`src/rtl/mod_counter_gen.sv`:
```
// -----------------------------------------------------------------------------
// mod_counter_gen
//   Parametrised modulo-MODULO up/down counter on the slow game tick (clk_1H).
//   It drives score digits, countdown timers and sprite frame indices. Digits
//   chain into multi-digit counters by tying the next digit's en to carry_out.
//
// Parameters
//   WIDTH    bit width of count_out / load_val (2**WIDTH >= MODULO)
//   MODULO   count range 0..MODULO-1 (2..2**WIDTH)
//   INIT     value loaded by reset (< MODULO)
//   ONE_SHOT 0 = wrap at the terminal value, 1 = stop there and raise done
//
// Ports
//   clk_1H     in   count clock, all state changes on the rising edge
//   reset      in   synchronous, active-high
//   en         in   count enable (qualifies stepping only)
//   up_dn      in   1 = up, 0 = down
//   clear      in   synchronous clear to 0
//   load       in   synchronous load of load_val (clamped to MODULO-1)
//   load_val   in   [WIDTH-1:0] load value
//   count_out  out  [WIDTH-1:0] registered count
//   carry_out  out  combinational cascade carry/borrow
//   done       out  registered one-shot terminal flag
//   seg_out    out  [6:0] active-low hex digit, bit 6 = a ... bit 0 = g
//                   (present only when MOD_COUNTER_SEG_DECODE_EN is defined)
//
// Per-edge priority: reset > clear > load > step > hold.
// -----------------------------------------------------------------------------
module mod_counter_gen #(
    parameter int WIDTH    = 4,
    parameter int MODULO   = 10,
    parameter int INIT     = 0,
    parameter int ONE_SHOT = 0
) (
    input  logic             clk_1H,
    input  logic             reset,
    input  logic             en,
    input  logic             up_dn,
    input  logic             clear,
    input  logic             load,
    input  logic [WIDTH-1:0] load_val,
    output logic [WIDTH-1:0] count_out,
    output logic             carry_out,
    output logic             done
`ifdef MOD_COUNTER_SEG_DECODE_EN
    ,
    output logic [6:0]       seg_out
`endif
);

    localparam logic [WIDTH-1:0] MAX_VAL    = WIDTH'(MODULO - 1);
    localparam logic [WIDTH-1:0] INIT_VAL   = WIDTH'(INIT);
    // One extra bit so MODULO == 2**WIDTH is representable for the clamp test.
    localparam logic [WIDTH:0]   MODULO_EXT = (WIDTH + 1)'(MODULO);
    localparam bit               STOP_MODE  = (ONE_SHOT != 0);

    typedef enum logic {
        ST_RUN  = 1'b0,
        ST_DONE = 1'b1
    } state_t;

    state_t           state;
    logic [WIDTH-1:0] terminal_val;
    logic             at_terminal;
    logic             stepping;
    logic [WIDTH-1:0] load_clamped;
    logic [WIDTH-1:0] next_count;

    // Terminal value follows the current up_dn, so a direction change at a
    // boundary is seen in the same cycle.
    assign terminal_val = up_dn ? MAX_VAL : '0;
    assign at_terminal  = (count_out == terminal_val);
    assign stepping     = en && (state == ST_RUN);

    assign load_clamped = ({1'b0, load_val} >= MODULO_EXT) ? MAX_VAL : load_val;

    assign carry_out = stepping && at_terminal && !clear && !load && !reset;

    // Next count, fully prioritised. Compare-before-step keeps the arithmetic
    // inside WIDTH bits even when MODULO == 2**WIDTH.
    always_comb begin
        // NOTE: default assignment first so every path assigns next_count and
        // no latch is inferred.
        next_count = count_out;
        if (reset) begin
            next_count = INIT_VAL;
        end else if (clear) begin
            next_count = '0;
        end else if (load) begin
            next_count = load_clamped;
        end else if (stepping && !(STOP_MODE && at_terminal)) begin
            if (up_dn) begin
                next_count = (count_out == MAX_VAL) ? '0 : count_out + WIDTH'(1);
            end else begin
                next_count = (count_out == '0) ? MAX_VAL : count_out - WIDTH'(1);
            end
        end
    end

`ifdef MOD_COUNTER_SEG_DECODE_EN
    // Active-low hex decode, bit 6 = a ... bit 0 = g. Values above 15 blank.
    function automatic logic [6:0] seg_decode(input logic [WIDTH-1:0] v);
        logic [6:0] s;
        case (int'(v))
            0:       s = 7'b0000001;
            1:       s = 7'b1001111;
            2:       s = 7'b0010010;
            3:       s = 7'b0000110;
            4:       s = 7'b1001100;
            5:       s = 7'b0100100;
            6:       s = 7'b0100000;
            7:       s = 7'b0001111;
            8:       s = 7'b0000000;
            9:       s = 7'b0000100;
            10:      s = 7'b0001000;
            11:      s = 7'b1100000;
            12:      s = 7'b0110001;
            13:      s = 7'b1000010;
            14:      s = 7'b0110000;
            15:      s = 7'b0111000;
            default: s = 7'h7F;
        endcase
        return s;
    endfunction
`endif

    // Count register, one-shot FSM and registered done flag.
    always_ff @(posedge clk_1H) begin
        // NOTE: non-blocking assignments so every register samples the
        // pre-edge values regardless of statement order.
        count_out <= next_count;
`ifdef MOD_COUNTER_SEG_DECODE_EN
        // Decoding next_count keeps seg_out aligned with count_out.
        seg_out   <= seg_decode(next_count);
`endif
        if (reset || clear || load) begin
            state <= ST_RUN;
            done  <= 1'b0;
        end else if (STOP_MODE && stepping && at_terminal) begin
            state <= ST_DONE;
            done  <= 1'b1;
        end
    end

endmodule

```
`config.mk`:
```
export PLATFORM = sky130hd
export DESIGN_NAME = mod_counter_gen
export DESIGN_NICKNAME = d
export VERILOG_FILES = /design/src/rtl/mod_counter_gen.sv
export SDC_FILE = /design/constraint.sdc
export NUM_CORES = 1
export LEC_CHECK = 0
export ABC_AREA = 1
export BUFFER_PORTS_ARGS = -buffer_cell sky130_fd_sc_hd__buf_2
export CAP_MARGIN = 20
export CORE_UTILIZATION = 28
export DETAILED_ROUTE_END_ITERATION = 10
export GPL_ROUTABILITY_DRIVEN = 0
export PLACE_DENSITY_LB_ADDON = 0.12
export SYNTH_ARGS = -nofsm -noshare
export SYNTH_HDL_FRONTEND = slang
export SYNTH_SLANG_ARGS = --single-unit
```
`constraint.sdc`:
```
create_clock -name clk_1H -period 3.8 [get_ports clk_1H]
set_clock_uncertainty 0.2 [all_clocks]
set_input_delay 0.57 -clock clk_1H [delete_from_list [all_inputs] [get_ports clk_1H]]
set_output_delay 0.57 -clock clk_1H [all_outputs]
set_load 0.05 [all_outputs]
```
# Word level (Yosys, flattened, before mapping)
# Cells that the tools add are included.
# totals
wordCells,23
out_inout_bits,6
regBits,4
in_bits,10
# classes
n_mux,7
addsub,2
n_eq_ne,2
magnitude_cmp,1
n_reduce_logical,10
# ops
cell,count
$mux 4,7
$add 4x1->4 const B,1
$eq 4x4->1,1
$eq 4x4->1 const B,1
$ge 4x4->1 const B,1
$logic_and 1x1->1,4
$logic_not 4->1,1
$sub 4x1->4 const B,1
$logic_not 1->1,3
$reduce_bool 2->1,1
$reduce_or 2->1,1

# Logic depth before layout (Yosys ltp)
# depth
ltp_word,6
ltp_mapped,9
mapped_depth_nobuf,8

# Least setup slack after synthesis
# No wires, ideal clock.
# synth_timing
kind,flip-flop to output port
from,reg count_out[0]
to,out carry_out
stages_incl_launch_ff,4
n_path_buf,1
arrival_ns,1.686
setup_slack_ns,1.344
t_required_ns,3.030
path_cell_list,dfxtp_1 buf_6 nand3_1 a21oi_1
# synth_between
elab_chain_cells,5
# synth_rtl
item,line,text
"start, declared",42,"output logic [WIDTH-1:0] count_out,"
"start signal, assigned",131,count_out <= next_count;
$eq 4x4->1,72,assign at_terminal = (count_out == terminal_val);
$logic_and 1x1->1 (4 in series),77,assign carry_out = stepping && at_terminal && !clear && !load && !reset;
"end, declared",43,"output logic carry_out,"
# No other way between the ends.

# Worst setup path in the final report
# layout_timing
from,in clear
to,out carry_out
# layout_between
elab_chain_cells,4
# layout_rtl
item,line,text
"start, declared",39,"input logic clear,"
$logic_not 1->1,77,
$logic_and 1x1->1 (3 in series),77,
# No other way between the ends.

==> out/results.tsv <==
metric	value	unit
h-tree-depth	1	
port_buffers	14	
peakVddDrop	0.1375	mV
crit_type	in -> out	
ys_ff_latch	4	
netlist_area	389.1	sq um
largest_registers	count_out: 4 flops	
largest_reg_flops	4	
fin_setup_tns	0	ns
io_pins	16	
startpoint_type	primary input	
cellLeakagePower	0.2370	nW
antenna_found_initial	0	
grt_max_degree	11	
drc	0	
post_synth_inst_count	67	
initial_core_util	29.90	%
drt_pass1_iterations	4	
cts_max_path_buffers	2	
post-route-period-util	57.94	%
post_cts_buffers	0	
first_iter_violations	6	
avgSynthCellArea	5.808	sq um
yosys.cell_types.count	19	
finalHoldViolCount	0	
drive_above_1_share	31.71	%
grt-ovfl-total	0	
setup_viol	0	
cts_buffers	3	
final_common_cell	nand2_1	
nNetsFinal	94	
drtAntennaViolNets	0	
clockRootBuffer	clkbuf_4	
cap_violations	0	
vias_per_cell	4.557	
grtUsageTotal	14.22	%
dp_hpwl	706.6	microns
num-fill-cells	148	
cp-end-kind	output port	
crit_start	clear	
min_from	count_out[3]	
status	finished, final reports clean	
r2r-start	count_out[0]	
via_count	442	
ys_seq_area_share	20.58	%
largest-register	count_out	
clock.fmax	0.4542	GHz
p_total	0.1452	mW
area_growth	23.79	%
fp-row-count	13	
worstPathRequired	3.03	ns
hold_buffers	0	
worst_slack	1.598	ns
worstPathArrival	1.43	ns
final_cell_mix	nand2_1 (18), buf_2 (14), nand3_1 (7)	
fin_util	37.02	%
yosysWarnings	0	
cts_resized	0	
hp-class	reg -> reg	
powerDensity	301.5	mW/mm^2
final_max_slew_viol_count	0	
wl_per_cell	9.216	microns
fp.dieH	39.28	microns
min_period	2.202	ns
dp_slack	1.586	ns
first_global_vias	344	
finalWirelength	894	microns
grt_pass1_wl	1.462	mm
core	0.001301	sq mm
clock_sinks	4	
clock_latency	0.23	ns
tritoncts	built	
die_area	0.001543	sq mm
dieWidth	39.28	microns
path_max_fanout	5	
rsz0062_at_grt	no	
num_antenna_cells	0	
clkSlewWorstSetupHoldPaths	0.04	ns
synth_nets	77	
cell type report:
type,count,area (sq um),area share (%)
Clock buffer,3,22.52,4.675
Inverter,10,37.54,7.792
Multi-Input combinational cell,51,252.7,52.47
Sequential cell,4,80.08,16.62
Tap cell,15,18.77,3.896
Timing Repair Buffer,14,70.07,14.55
cells by family after synthesis:
kind of cell	synth area share, %
flops	20.58
simple gates	41.15
other cells	0.9637
buf+inv	14.47
compound gates	22.83
final timing paths:
check	cells after the start	slack (ns)	endpoint
worst max-delay path	5	1.60	carry_out
worst min-delay path	2	0.38	count_out[3]
worst max register to register	8	2.39	count_out[1]
worst min register to register	2	0.38	count_out[3]
worst max-delay path, cell delays in order:
cell,delay [ns]
buf_2,0.09
nor2_1,0.24
nand4_1,0.13
a21oi_1,0.12
buf_2,0.27
per-stage QoR:
step / hold WS (ns) / instances / area [sq um]
3_3_place_gp: 0.3833 / 94 / 459.2
5_1_grt: 0.4269 / 97 / 481.7
6_report: 0.3839 / 97 / 481.7
2_1_floorplan: 0.5395 / 67 / 389.1
4_1_cts: 0.3828 / 97 / 481.7
3_5_place_dp: 0.3771 / 94 / 459.2
report_power, final:
group          switching [mW]  internal [mW]  leakage, nW
Sequential            0.00492         0.0444       0.0327
Combinational          0.0296         0.0146        0.190
Clock                  0.0165         0.0353       0.0138
Total                  0.0510         0.0942        0.237
Yosys cell counts (all sizes together):
library cell	number	area share (%)
a21oi	5	8.4
nand2	18	17
clkinv	1	0.96
a221oi	1	2.3
o211ai	1	1.9
nor2	8	12
conb	1	0.96
buf	2	4.8
o21ai	8	10
nand3	7	9.0
dfxtp	4	21
inv	9	8.7
nand4	2	3.2
layer usage:
| metal | vias to the layer above | wire length (microns) | track usage (%) |
|---|---|---|---|
| li1 | 249 | - | - |
| met1 | 180 | 470 | 18.84 |
| met2 | 11 | 382 | 20.83 |
| met3 | 2 | 31 | 1.705 |
| met4 | 0 | 9 | 10.34 |
| met5 | - | 0 | 0 |
Note: power is estimated with default switching activity, not from simulation.
